## src/rtl/hazard_pkg.sv

```systemverilog
// -----------------------------------------------------------------------------
// hazard_pkg
//   Shared types and constants for pipeline_hazard_unit and its helpers.
//   - hz_state_e  : externally visible interlock state (RUN/DSTALL/CSTALL/HALT)
//   - FWD_REGFILE : forward-select value meaning "take the register file"
//   - sb_entry_t  : one scoreboard slot {valid, addr, load}
//   The scoreboard address field is SB_AW bits wide so the struct can live in
//   a non-parameterised package; register addresses (REG_AW <= SB_AW) are
//   zero-extended into it.
// -----------------------------------------------------------------------------
package hazard_pkg;

   typedef enum logic [1:0] {
      HZ_RUN    = 2'd0,
      HZ_DSTALL = 2'd1,
      HZ_CSTALL = 2'd2,
      HZ_HALT   = 2'd3
   } hz_state_e;

   localparam int FWD_REGFILE = 0;

   // Widest register address the scoreboard can hold.
   localparam int SB_AW = 8;

   // Bubble counter width; covers BR_BUBBLES in 0..7.
   localparam int BCNT_W = 3;

   typedef struct packed {
      logic             valid;
      logic [SB_AW-1:0] addr;
      logic             load;
   } sb_entry_t;

endpackage

```

## src/rtl/debug_step_gen.sv

```systemverilog
// -----------------------------------------------------------------------------
// debug_step_gen
//   Generates the global pipeline enable. With debug_en=0 the pipeline runs.
//   With debug_en=1 it is halted, except for exactly one cycle following each
//   rising edge of debug_step. cpu_en is registered, so it reacts one cycle
//   after debug_en/debug_step change; it comes out of reset as 1.
//   The step edge-detect flop keeps sampling even while halted, otherwise a
//   step request could never be seen.
// Ports
//   clk        in  clock, rising edge
//   rst        in  synchronous active-low reset
//   debug_en   in  1 = halt unless stepped
//   debug_step in  step request (rising edge = one cycle)
//   cpu_en     out global pipeline enable
// -----------------------------------------------------------------------------
module debug_step_gen (
   input  logic clk,
   input  logic rst,
   input  logic debug_en,
   input  logic debug_step,
   output logic cpu_en
);

   logic step_q, step_d;
   logic cpu_en_q, cpu_en_d;

   always_comb begin
      step_d   = debug_step;
      cpu_en_d = !debug_en || (debug_step && !step_q);
   end

   always_ff @(posedge clk) begin
      if (!rst) begin
         step_q   <= 1'b0;
         cpu_en_q <= 1'b1;
      end else begin
         step_q   <= step_d;
         cpu_en_q <= cpu_en_d;
      end
   end

   assign cpu_en = cpu_en_q;

endmodule

```

## src/rtl/pipeline_hazard_unit.sv

```systemverilog
// -----------------------------------------------------------------------------
// pipeline_hazard_unit
//   Hazard/interlock unit for the MIPS pipeline, sitting beside ID.
//   A scoreboard of PIPE_DEPTH entries tracks in-flight register writers
//   (entry 1 = EXE, 2 = MEM, ...). From it the unit derives:
//     - data stalls (PC/IF-ID hold, ID/EX bubble), combinational in the
//       same cycle the hazard appears in ID;
//     - forwarding selects (lowest matching stage wins);
//     - control-transfer fetch bubbles (BR_BUBBLES cycles of IF/ID flush);
//     - the debug halt/single-step enable (via debug_step_gen).
//   Priority of reported state: HALT > DSTALL > CSTALL > RUN.
//   cpu_en=0 freezes every internal register; outputs hold because ID is
//   frozen too.
//   Build option FORWARD_EN:
//     defined   - forwarding selects active, interlock only on load-use
//                 (matching load in stage 1);
//     undefined - selects tied to the register file, interlock on any match
//                 until the writer leaves the scoreboard.
// Ports
//   clk, rst                    clock / synchronous active-low reset
//   debug_en, debug_step        debug halt and single-step request
//   id_valid .. id_ctrl_xfer    decoded fields of the instruction in ID
//   cpu_en                      global pipeline enable
//   pc_en, ifid_en              PC and IF/ID register enables
//   ifid_flush, idex_bubble     load NOP into IF/ID / ID/EX
//   fwd_sel_a, fwd_sel_b        0 = regfile, k = stage k result
//   hz_state                    RUN=0 DSTALL=1 CSTALL=2 HALT=3
//   stall_cnt                   saturating count of enabled cycles with pc_en=0
// -----------------------------------------------------------------------------
module pipeline_hazard_unit
   import hazard_pkg::*;
#(
   parameter int REG_AW     = 5,
   parameter int PIPE_DEPTH = 2,
   parameter int BR_BUBBLES = 1,
   parameter int FWD_W      = 3,
   parameter int CNT_W      = 16
) (
   input  logic              clk,
   input  logic              rst,
   input  logic              debug_en,
   input  logic              debug_step,
   input  logic              id_valid,
   input  logic [REG_AW-1:0] id_rs,
   input  logic [REG_AW-1:0] id_rt,
   input  logic              id_use_rs,
   input  logic              id_use_rt,
   input  logic [REG_AW-1:0] id_dst,
   input  logic              id_we,
   input  logic              id_is_load,
   input  logic              id_ctrl_xfer,
   output logic              cpu_en,
   output logic              pc_en,
   output logic              ifid_en,
   output logic              ifid_flush,
   output logic              idex_bubble,
   output logic [FWD_W-1:0]  fwd_sel_a,
   output logic [FWD_W-1:0]  fwd_sel_b,
   output logic [1:0]        hz_state,
   output logic [CNT_W-1:0]  stall_cnt
);

   logic cpu_en_w;

   debug_step_gen u_debug_step_gen (
      .clk        (clk),
      .rst        (rst),
      .debug_en   (debug_en),
      .debug_step (debug_step),
      .cpu_en     (cpu_en_w)
   );

   assign cpu_en = cpu_en_w;

   // ---------------------------------------------------------------------------
   // State
   // ---------------------------------------------------------------------------
   sb_entry_t          sb_q [PIPE_DEPTH:1];
   sb_entry_t          sb_d [PIPE_DEPTH:1];
   logic [BCNT_W-1:0]  bcnt_q, bcnt_d;
   logic [CNT_W-1:0]   stall_cnt_q, stall_cnt_d;

   logic [SB_AW-1:0]   rs_ext, rt_ext, dst_ext;

   assign rs_ext  = SB_AW'(id_rs);
   assign rt_ext  = SB_AW'(id_rt);
   assign dst_ext = SB_AW'(id_dst);

   // ---------------------------------------------------------------------------
   // Source match: scan from the deepest stage up so the lowest k is the
   // value left standing.
   // ---------------------------------------------------------------------------
   logic             hit_a, hit_b;
   logic [FWD_W-1:0] k_a, k_b;
   logic             load_a, load_b;

   always_comb begin
      hit_a  = 1'b0;
      hit_b  = 1'b0;
      k_a    = FWD_W'(FWD_REGFILE);
      k_b    = FWD_W'(FWD_REGFILE);
      load_a = 1'b0;
      load_b = 1'b0;
      for (int k = PIPE_DEPTH; k >= 1; k--) begin
         if (id_use_rs && (id_rs != '0) && sb_q[k].valid && (sb_q[k].addr == rs_ext)) begin
            hit_a  = 1'b1;
            k_a    = FWD_W'(k);
            load_a = sb_q[k].load;
         end
         if (id_use_rt && (id_rt != '0) && sb_q[k].valid && (sb_q[k].addr == rt_ext)) begin
            hit_b  = 1'b1;
            k_b    = FWD_W'(k);
            load_b = sb_q[k].load;
         end
      end
   end

   logic dhaz;

`ifdef FORWARD_EN
   // Only a load still in EXE cannot be forwarded in time.
   assign dhaz = id_valid &&
                 ((hit_a && (k_a == FWD_W'(1)) && load_a) ||
                  (hit_b && (k_b == FWD_W'(1)) && load_b));
   assign fwd_sel_a = k_a;
   assign fwd_sel_b = k_b;
`else
   assign dhaz      = id_valid && (hit_a || hit_b);
   assign fwd_sel_a = FWD_W'(FWD_REGFILE);
   assign fwd_sel_b = FWD_W'(FWD_REGFILE);

   logic unused_fwd;
   assign unused_fwd = ^{k_a, k_b, load_a, load_b};
`endif

   // ---------------------------------------------------------------------------
   // State register
   // ---------------------------------------------------------------------------
   always_ff @(posedge clk) begin
      if (!rst) begin
         for (int k = 1; k <= PIPE_DEPTH; k++) begin
            sb_q[k] <= '0;
         end
         bcnt_q      <= '0;
         stall_cnt_q <= '0;
      end else begin
         sb_q        <= sb_d;
         bcnt_q      <= bcnt_d;
         stall_cnt_q <= stall_cnt_d;
      end
   end

   // ---------------------------------------------------------------------------
   // Next state
   // ---------------------------------------------------------------------------
   always_comb begin
      sb_d        = sb_q;
      bcnt_d      = bcnt_q;
      stall_cnt_d = stall_cnt_q;
      if (cpu_en_w) begin
         for (int k = PIPE_DEPTH; k >= 2; k--) begin
            sb_d[k] = sb_q[k-1];
         end
         // A stalled ID sends a bubble down; otherwise the issuing
         // instruction's writer (if any; $0 is never tracked) enters stage 1.
         if (dhaz) begin
            sb_d[1] = '0;
         end else begin
            sb_d[1].valid = id_valid && id_we && (id_dst != '0);
            sb_d[1].addr  = dst_ext;
            sb_d[1].load  = id_is_load;
         end

         // The counter only loads once the control transfer actually issues.
         if (!dhaz) begin
            if (id_valid && id_ctrl_xfer && (BR_BUBBLES != 0)) begin
               bcnt_d = BCNT_W'(BR_BUBBLES);
            end else if (bcnt_q != '0) begin
               bcnt_d = bcnt_q - BCNT_W'(1);
            end
         end

         if (dhaz && (stall_cnt_q != '1)) begin
            stall_cnt_d = stall_cnt_q + CNT_W'(1);
         end
      end
   end

   // ---------------------------------------------------------------------------
   // Outputs
   // ---------------------------------------------------------------------------
   hz_state_e hz_c;

   always_comb begin
      hz_c        = HZ_RUN;
      pc_en       = 1'b1;
      ifid_en     = 1'b1;
      ifid_flush  = 1'b0;
      idex_bubble = 1'b0;
      if (dhaz) begin
         hz_c        = HZ_DSTALL;
         pc_en       = 1'b0;
         ifid_en     = 1'b0;
         idex_bubble = 1'b1;
      end else if (bcnt_q != '0) begin
         hz_c       = HZ_CSTALL;
         ifid_flush = 1'b1;
      end
      if (!cpu_en_w) begin
         hz_c = HZ_HALT;
      end
   end

   assign hz_state  = hz_c;
   assign stall_cnt = stall_cnt_q;

endmodule

```

## config.mk

```make
export PLATFORM = sky130hd
export DESIGN_NAME = pipeline_hazard_unit
export DESIGN_NICKNAME = d
export VERILOG_FILES = /design/src/rtl/hazard_pkg.sv /design/src/rtl/debug_step_gen.sv /design/src/rtl/pipeline_hazard_unit.sv
export SDC_FILE = /design/constraint.sdc
export NUM_CORES = 1
export LEC_CHECK = 0
export CAP_MARGIN = 0
export CORE_MARGIN = 10
export CORE_UTILIZATION = 25
export CTS_BUF_LIST = sky130_fd_sc_hd__clkbuf_8
export CTS_CLUSTER_SIZE = 8
export DETAILED_ROUTE_END_ITERATION = 8
export PLACE_DENSITY_LB_ADDON = 0.12
export SYNTH_ARGS = -nofsm -noshare
export SYNTH_HDL_FRONTEND = slang
export SYNTH_HIERARCHICAL = 1
export SYNTH_SLANG_ARGS = --single-unit
```

## constraint.sdc

```tcl
create_clock -name clk -period 3 [get_ports clk]
set_input_delay 0.6 -clock clk [delete_from_list [all_inputs] [get_ports clk]]
set_output_delay 0.6 -clock clk [all_outputs]
set_load 0.01 [all_outputs]
```

==> flow_summary_export.csv, run 1 <==
group,metric,value,unit
run_status,status,"complete, no violations",
logic_synthesis,synthAdderAreaFrac,1.893,%
layout,syn_to_final_growth,35.90,%
layout,mostFrequentLayoutCell,"clkdlybuf4s50_1",
clocking,clkTransAtPathRegs,0.07,ns
critical_path,critPathTopFamily,"buffers and inverters",
power_and_ir_drop,pwr-share-clk,35.6,%
min_path,holdCritStartpoint,"u_debug_step_gen/step_q$_SDFF_PN0_",
grt,use_met3,3.540,%
logic_synthesis,synth_area,0.001983,mm²
logic_synthesis,synth_warnings,6,
critical_path,r2r_start,"sb_q[2]$_SDFFE_PN0P_",
layout,mostFrequentLayoutCells,"clkdlybuf4s50_1, dfxtp_1, xnor2_1",
logic_synthesis,synthFlopType,"dfxtp_1",
logic_synthesis,synth_edf_count,0,
grt,grt_util_met2,14.87,%
grt,track_usage,9.098,%
critical_path,required,2.40,ns
logic_synthesis,synth_cell_type_count,40,
detailed_routing,viasPerCell,4.684,
grt,grt.overflow.total,0,
power_and_ir_drop,leakagePower,1.005,nW
floorplanning,fp-row-count,32,
sta,setup_viol,0,
critical_path,path_buf_inv,4,
grt,grt_pass1_vias,1773,
power_and_ir_drop,power_frac_seq,39.8,%
run,cap_violations,0,
clocking,cts-buffers-inserted,5,
logic_synthesis,async_flop_share,0,%
layout,drive_above_1_share,18.91,%
sta,hold_viol,0,
clocking,cts_tree,"done",
detailed_routing,drc,0,
critical_path,crit_type,"in2out",
floorplanning,die_w,109.1,µm
sta,fin_crit,2.929,ns
detailed_routing,routed_wl,5351,µm
floorplanning,die_h,109.1,µm
power_and_ir_drop,switching_power,341.8,µW
critical_path,slowest_stage,"clkdlybuf4s50_1",
critical_path,regToRegEndpoint,"stall_cnt[6]$_SDFFE_PN0P_",
grt,antenna_found_initial,0,
placement,dp_hpwl,4068,µm
grt,grt_pass1_wl,8666,µm
floorplanning,initial_utilization,25.66,%
layout,fillers,810,
power_and_ir_drop,irDropWorstVdd,189.2,µV
logic_synthesis,synthSimpleGateAreaFrac,25.11,%
grt,grt_start_max_net_pins,37,
clocking,clk_path_buf_depth,2,
detailed_routing,ant_nets,0,
clocking,clkLatencyLatePin,0.28,ns
clocking,postCtsHoldBufs,0,
detailed_routing,wire_per_inst,14.19,µm
clocking,cts.htree.levels,2,
clocking,clkSinkCount,33,
sta,rsz0062_at_grt,"true",
critical_path,arrival,2.33,ns
logic_synthesis,yosysSeqAreaShare,33.31,%
layout,final_nets,302,
critical_path,crit_chain,"clkdlybuf4s50_1, or3_4, o311a_4, a22oi_4, buf_6, inv_2, o21ai_1, buf_2",
floorplanning,ioPinCount,54,
power_and_ir_drop,pwr-share-comb,24.6,%
logic_synthesis,synth_cells,222,
sta,tns,0,ns
sta,drv_slew,0,
min_path,whs_endpoint,"u_debug_step_gen/cpu_en$_SDFF_PN1_",
power_and_ir_drop,p_int,889.6,µW
logic_synthesis,synth-xor-area-share,8.833,%
sta,skew,0.007669,ns
floorplanning,die_area,0.01190,mm²
detailed_routing,drtIter0Drc,50,
min_path,hold_depth,1,
sta,max_freq,341.5,MHz
sta,min_period_over_period,97.62,%
grt,busiest_layer,"met2",
critical_path,critPathLaunchType,"input port",
min_path,hp-class,"reg2reg",
logic_synthesis,synthTopCellsByArea,"dfxtp_1, xnor2_1, o31ai_1, or4_1, a21oi_1",
logic_synthesis,synth.area.mux_share,3.533,%
detailed_routing,num_vias,1766,
power_and_ir_drop,power_density,456.9,mW/mm²
clocking,clock-root-buffer,"clkbuf_8",
critical_path,slowest_delay,0.41,ns
critical_path,crit_fanout,3,
critical_path,critPathCaptureType,"primary output",
power_and_ir_drop,swShare,27.76,%
placement,io_buffers,46,
logic_synthesis,synth_compound_area_share,18.42,%
layout,n_antenna_cell,0,
logic_synthesis,synth_top_cell_area_share,33.31,%
placement,place_congestion,0.7686,
critical_path,rrSetupSlack,0.65,ns
logic_synthesis,ys_ff_latch,33,
detailed_routing,drt_pass1_iterations,3,
grt,grtUsageMet1,10.77,%
power_and_ir_drop,power,1.231,mW
critical_path,worst-r2r-cell-count,9,
logic_synthesis,synth.avg_cell_area,8.933,µm²
logic_synthesis,synth_top_cell_by_area,"dfxtp_1",
logic_synthesis,synth_top_family_by_area,"simple AND/OR/NAND/NOR gates",
floorplanning,core-area,0.007727,mm²
stage by stage:
stage / area [µm²] / hold slack [ns] / std cells / utilization [%] / worst slack [ns]
6_report: 2695 / 0.4484 / 377 / 34.88 / 0.07137
5_1_grt: 2695 / 0.4815 / 377 / 34.88 / -0.001662
4_1_cts: 2654 / 0.4528 / 377 / 34.34 / -0.02429
3_5_place_dp: 2541 / 0.4425 / 367 / 32.89 / -0.3714
3_3_place_gp: 2541 / 0.4405 / 367 / 32.89 / -0.3459
2_1_floorplan: 2002 / 0.4316 / 227 / - / 0.3105
synth_stat cells, types with 7 or more instances:
cell type,n
a21oi_1,14
xnor2_1,20
nor2_1,9
nand3_2,7
or4_1,12
nand3_1,7
mux2i_1,7
dfxtp_1,33
o31ai_1,12
nand4_1,8
buf_4,8
nand2_1,14
nand2b_1,7
logic make-up after synthesis:
logic type / count (synthesis)
xor+xnor: 20
mux: 7
compound gates: 49
simple gates: 81
fa+ha+maj: 3
other cells: 1
flops: 33
buf+inv: 28
sequential cells by signal, summed over array words and instances (netlist names):
name                     cells
stall_cnt                   16
sb_q                        12
bcnt_q                       3
u_debug_step_gen/cpu_en      1
u_debug_step_gen/step_q      1
layer usage:
layer  vias up  routed length, µm
li1        905                  -
met1       825               2465
met2        34               2488
met3         2                364
met4         0                 33
met5         -                  0
layout make-up:
type | instances | area, µm² | area share (%)
flip-flops and latches | 33 | 660.6 | 24.51
inverters | 7 | 26.28 | 0.9749
clock inverters | 2 | 33.78 | 1.253
multi-input cells | 166 | 1207 | 44.80
clock buffers | 6 | 82.58 | 3.064
well taps | 102 | 127.6 | 4.735
repair buffers | 61 | 556.8 | 20.66
power by group through the flow:
stage               Sequential, mW  Clock, mW  Combinational [mW]
floorplan                    0.495          0               0.202
global placement             0.499          0               0.326
finish                       0.490      0.438               0.303
detailed placement           0.500          0               0.330
CTS                          0.490      0.455               0.304
global route                 0.492      0.467               0.342
what timing repair did:
| item | 4_1_cts | 5_1_grt |
|---|---|---|
| buffers inserted | 3 | 0 |
| setup endpoints to repair | 6 | 7 |
| endpoints found under the hold margin | 0 | 0 |
| gates resized for setup | 25 | 6 |
| pin swaps | 3 | 2 |
worst max path at each step:
stage	start	to	slack (ns)	depth (start not counted)
finish	id_rt[0]	hz_state[1]	0.07	8
global route	id_rs[0]	hz_state[1]	-0.002	8
CTS	id_rs[1]	hz_state[1]	-0.02	8
detailed placement	id_rs[0]	hz_state[1]	-0.37	7
global placement	id_rs[0]	hz_state[1]	-0.35	7
floorplan	id_rs[0]	hz_state[1]	0.31	7
No activity file was read; power rests on OpenSTA's default activity.
==> run 2: changes to the inputs <==
ABC_AREA = 1   (was not set)
==> run 2 against run 1 <==
Compared with the run above:
- highest routed layer unchanged
- cell area increased by 7.1%
- total power decreased by 6.0%
- via count increased by 27%
- synthesized cell count increased by 62%
- clock-buffer cell count increased by 1
- critical path depth increased by 5
- sequential cell count unchanged
- register-to-register slack improved by 0.25 ns
- sequential power about the same
- first-iteration DRC count increased by 100%
- non-clock buffer count decreased by 4
- die area increased by 9.7%
- critical endpoint is now ifid_flush
==> flow_summary_export.csv, run 2 <==
group,metric,value,unit
logic_synthesis,synth.avg_cell_area,6.166,µm²
sta,max_freq,348.2,MHz
critical_path,critPathLaunchType,"input port",
layout,syn_to_final_growth,30.05,%
placement,dp_hpwl,4816,µm
critical_path,crit_fanout,4,
sta,skew,0.005343,ns
grt,grt_pass1_wl,10500,µm
placement,place_congestion,0.8009,
critical_path,worst-r2r-cell-count,9,
logic_synthesis,synth_cells,360,
grt,antenna_found_initial,0,
floorplanning,fp-row-count,34,
logic_synthesis,synth_warnings,6,
layout,largest_reg_flops,16,
logic_synthesis,synth_area,0.002220,mm²
sta,fin_crit,2.872,ns
power_and_ir_drop,leakagePower,1.312,nW
logic_synthesis,synthFlopType,"dfxtp_1",
detailed_routing,routed_wl,6313,µm
floorplanning,die_area,0.01305,mm²
power_and_ir_drop,power,1.158,mW
floorplanning,initial_utilization,25.58,%
layout,n_antenna_cell,0,
power_and_ir_drop,power_frac_seq,42.5,%
detailed_routing,drt_pass1_iterations,4,
logic_synthesis,synth_edf_count,0,
grt,track_usage,9.848,%
sta,max_slew_margin,57.57,%
logic_synthesis,yosysSeqAreaShare,29.76,%
sta,drv_slew,0,
power_and_ir_drop,irDropWorstVdd,190.9,µV
min_path,holdCritStartpoint,"bcnt_q[2]$_SDFFE_PN0P_",
sta,min_period_over_period,95.72,%
power_and_ir_drop,swShare,30.13,%
logic_synthesis,synthTopCellsByArea,"dfxtp_1, nand2_1, inv_1, nor2_1, nand4_2",
power_and_ir_drop,pwr-share-comb,25.0,%
critical_path,rrSetupSlack,0.90,ns
critical_path,critPathCaptureType,"primary output",
clocking,clk_path_buf_depth,2,
run,cap_violations,0,
logic_synthesis,synth_top_cell_area_share,29.76,%
clocking,ctsResizeCount,6,
logic_synthesis,async_flop_share,0,%
critical_path,crit_type,"in2out",
min_path,hp-class,"reg2reg",
critical_path,r2r_start,"stall_cnt[0]$_SDFFE_PN0P_",
logic_synthesis,synth.most_common_cell,"nand2_1",
grt,grt.overflow.total,0,
power_and_ir_drop,pwr-share-clk,32.6,%
run_status,status,"complete, no violations",
critical_path,required,2.40,ns
clocking,cts-buffers-inserted,5,
logic_synthesis,synth_cell_type_count,28,
detailed_routing,viasPerCell,4.302,
min_path,whs_endpoint,"bcnt_q[2]$_SDFFE_PN0P_",
clocking,cts.htree.levels,2,
grt,grt_pass1_vias,2134,
layout,final_nets,439,
min_path,hold_depth,2,
clocking,clkLatencyLatePin,0.29,ns
logic_synthesis,ys_ff_latch,33,
detailed_routing,ant_nets,0,
floorplanning,die_w,114.2,µm
sta,setup_viol,0,
power_and_ir_drop,switching_power,348.9,µW
logic_synthesis,synth_common_cells,"nand2_1, inv_1, nor2_1",
detailed_routing,wire_per_inst,12.14,µm
detailed_routing,num_vias,2237,
layout,mostFrequentLayoutCell,"nand2_1",
logic_synthesis,synth_top_cell_by_area,"dfxtp_1",
sta,rsz0062_at_grt,"false",
clocking,clock-root-buffer,"clkbuf_8",
layout,mostFrequentLayoutCells,"nand2_1, inv_1, nor2_1",
power_and_ir_drop,power_density,401.1,mW/mm²
floorplanning,core-area,0.008678,mm²
sta,worst_pin_slew,0.6364,ns
grt,grt_start_max_net_pins,18,
critical_path,regToRegEndpoint,"stall_cnt[2]$_SDFFE_PN0P_",
placement,io_buffers,46,
sta,tns,0,ns
layout,fillers,978,
floorplanning,die_h,114.2,µm
critical_path,arrival,2.27,ns
detailed_routing,drtIter0Drc,102,
clocking,clkTransAtPathRegs,0.07,ns
clocking,cts_setup_buffers,0,
clocking,clkSinkCount,33,
sta,hold_viol,0,
critical_path,crit_start,"id_rt[3]",
layout,drive_above_1_share,10.19,%
clocking,postCtsHoldBufs,0,
detailed_routing,drc,0,
power_and_ir_drop,p_int,809.0,µW
floorplanning,ioPinCount,54,
clocking,cts_tree,"done",
==> run 2: changes by cell type in the layout (fill, tap and decap cells not counted), sizes merged, moves of 9 or more <==
cell,before,now
inv,8,54
nand4,8,18
xnor2,20,0
nand2,14,113
or4,12,0
o31ai,12,0
nor2,9,53
buf,20,11
==> run 2: per-stage QoR <==
stage                     cells  utilization [%]  hold WS [ns]  cell area, µm²  setup WS (ns)
after floorplan             365                -        0.4244            2238         0.8294
after global placement      512            32.18        0.4483            2793        -0.1769
after detailed placement    512            32.18        0.4550            2793        -0.1939
after CTS                   520            33.26        0.4669            2887        0.01305
after global routing        520            33.26        0.4892            2887       0.005776
final                       520            33.26        0.4593            2887         0.1285
==> run 2: cells by family (layout without fill, tap and decap cells) <==
group / count (synthesis) / after routing / synth area share [%]
simple gates: 210 / 210 / 42.73
flops: 33 / 33 / 29.76
buf+inv: 76 / 123 / 15.39
compound gates: 35 / 35 / 9.470
fa+ha+maj: 3 / 3 / 1.691
xor+xnor: 2 / 2 / 0.7893
other cells: 1 / 6 / 0.1689
==> run 2: how the worst max path moves through the flow <==
stage	cells after the start	end
floorplan	9	hz_state[1]
global placement	13	hz_state[0]
detailed placement	11	hz_state[1]
CTS	13	hz_state[1]
global route	13	hz_state[0]
finish	13	ifid_flush
==> run 2: critical path, cell delays in order <==
cell             delay (ns)
clkdlybuf4s50_1        0.44
buf_4                  0.15
nand2_1                0.06
nand2_1                0.05
nor2_1                 0.12
nand3_1                0.09
nand2_1                0.07
nand2_1                0.05
nand2_2                0.10
nand2_1                0.09
inv_1                  0.12
nor2_1                 0.05
dlygate4sd2_1          0.28
==> run 2: power by group through the flow <==
stage | clock, mW | combinational (mW) | sequential, mW
global route | 0.408 | 0.337 | 0.497
floorplan | 0 | 0.192 | 0.495
CTS | 0.387 | 0.298 | 0.492
detailed placement | 0 | 0.314 | 0.502
finish | 0.377 | 0.289 | 0.492
global placement | 0 | 0.311 | 0.502
==> run 2: final cells by class <==
class                      count  area, µm²  area share [%]
clock buffer                   7      96.34           3.338
clock inverter                 1      5.005          0.1734
inverter                      58      217.7           7.542
multi-input combinational    256       1236           42.83
sequential                    33      660.6           22.89
tap                          108      135.1           4.681
timing repair buffer          57      535.5           18.55
==> run 2: layer usage <==
layer  wire, µm  GRT usage, %
met2       2836         15.98
met5          0             0
met4         93         3.091
met1       2949         11.88
met3        432         3.459
==> run 3: changes to the inputs <==
GPL_TIMING_DRIVEN = 1   (was not set)
==> results of run 3 <==
Same layout as run 2: the final DEF is identical, and so are final timing and power.
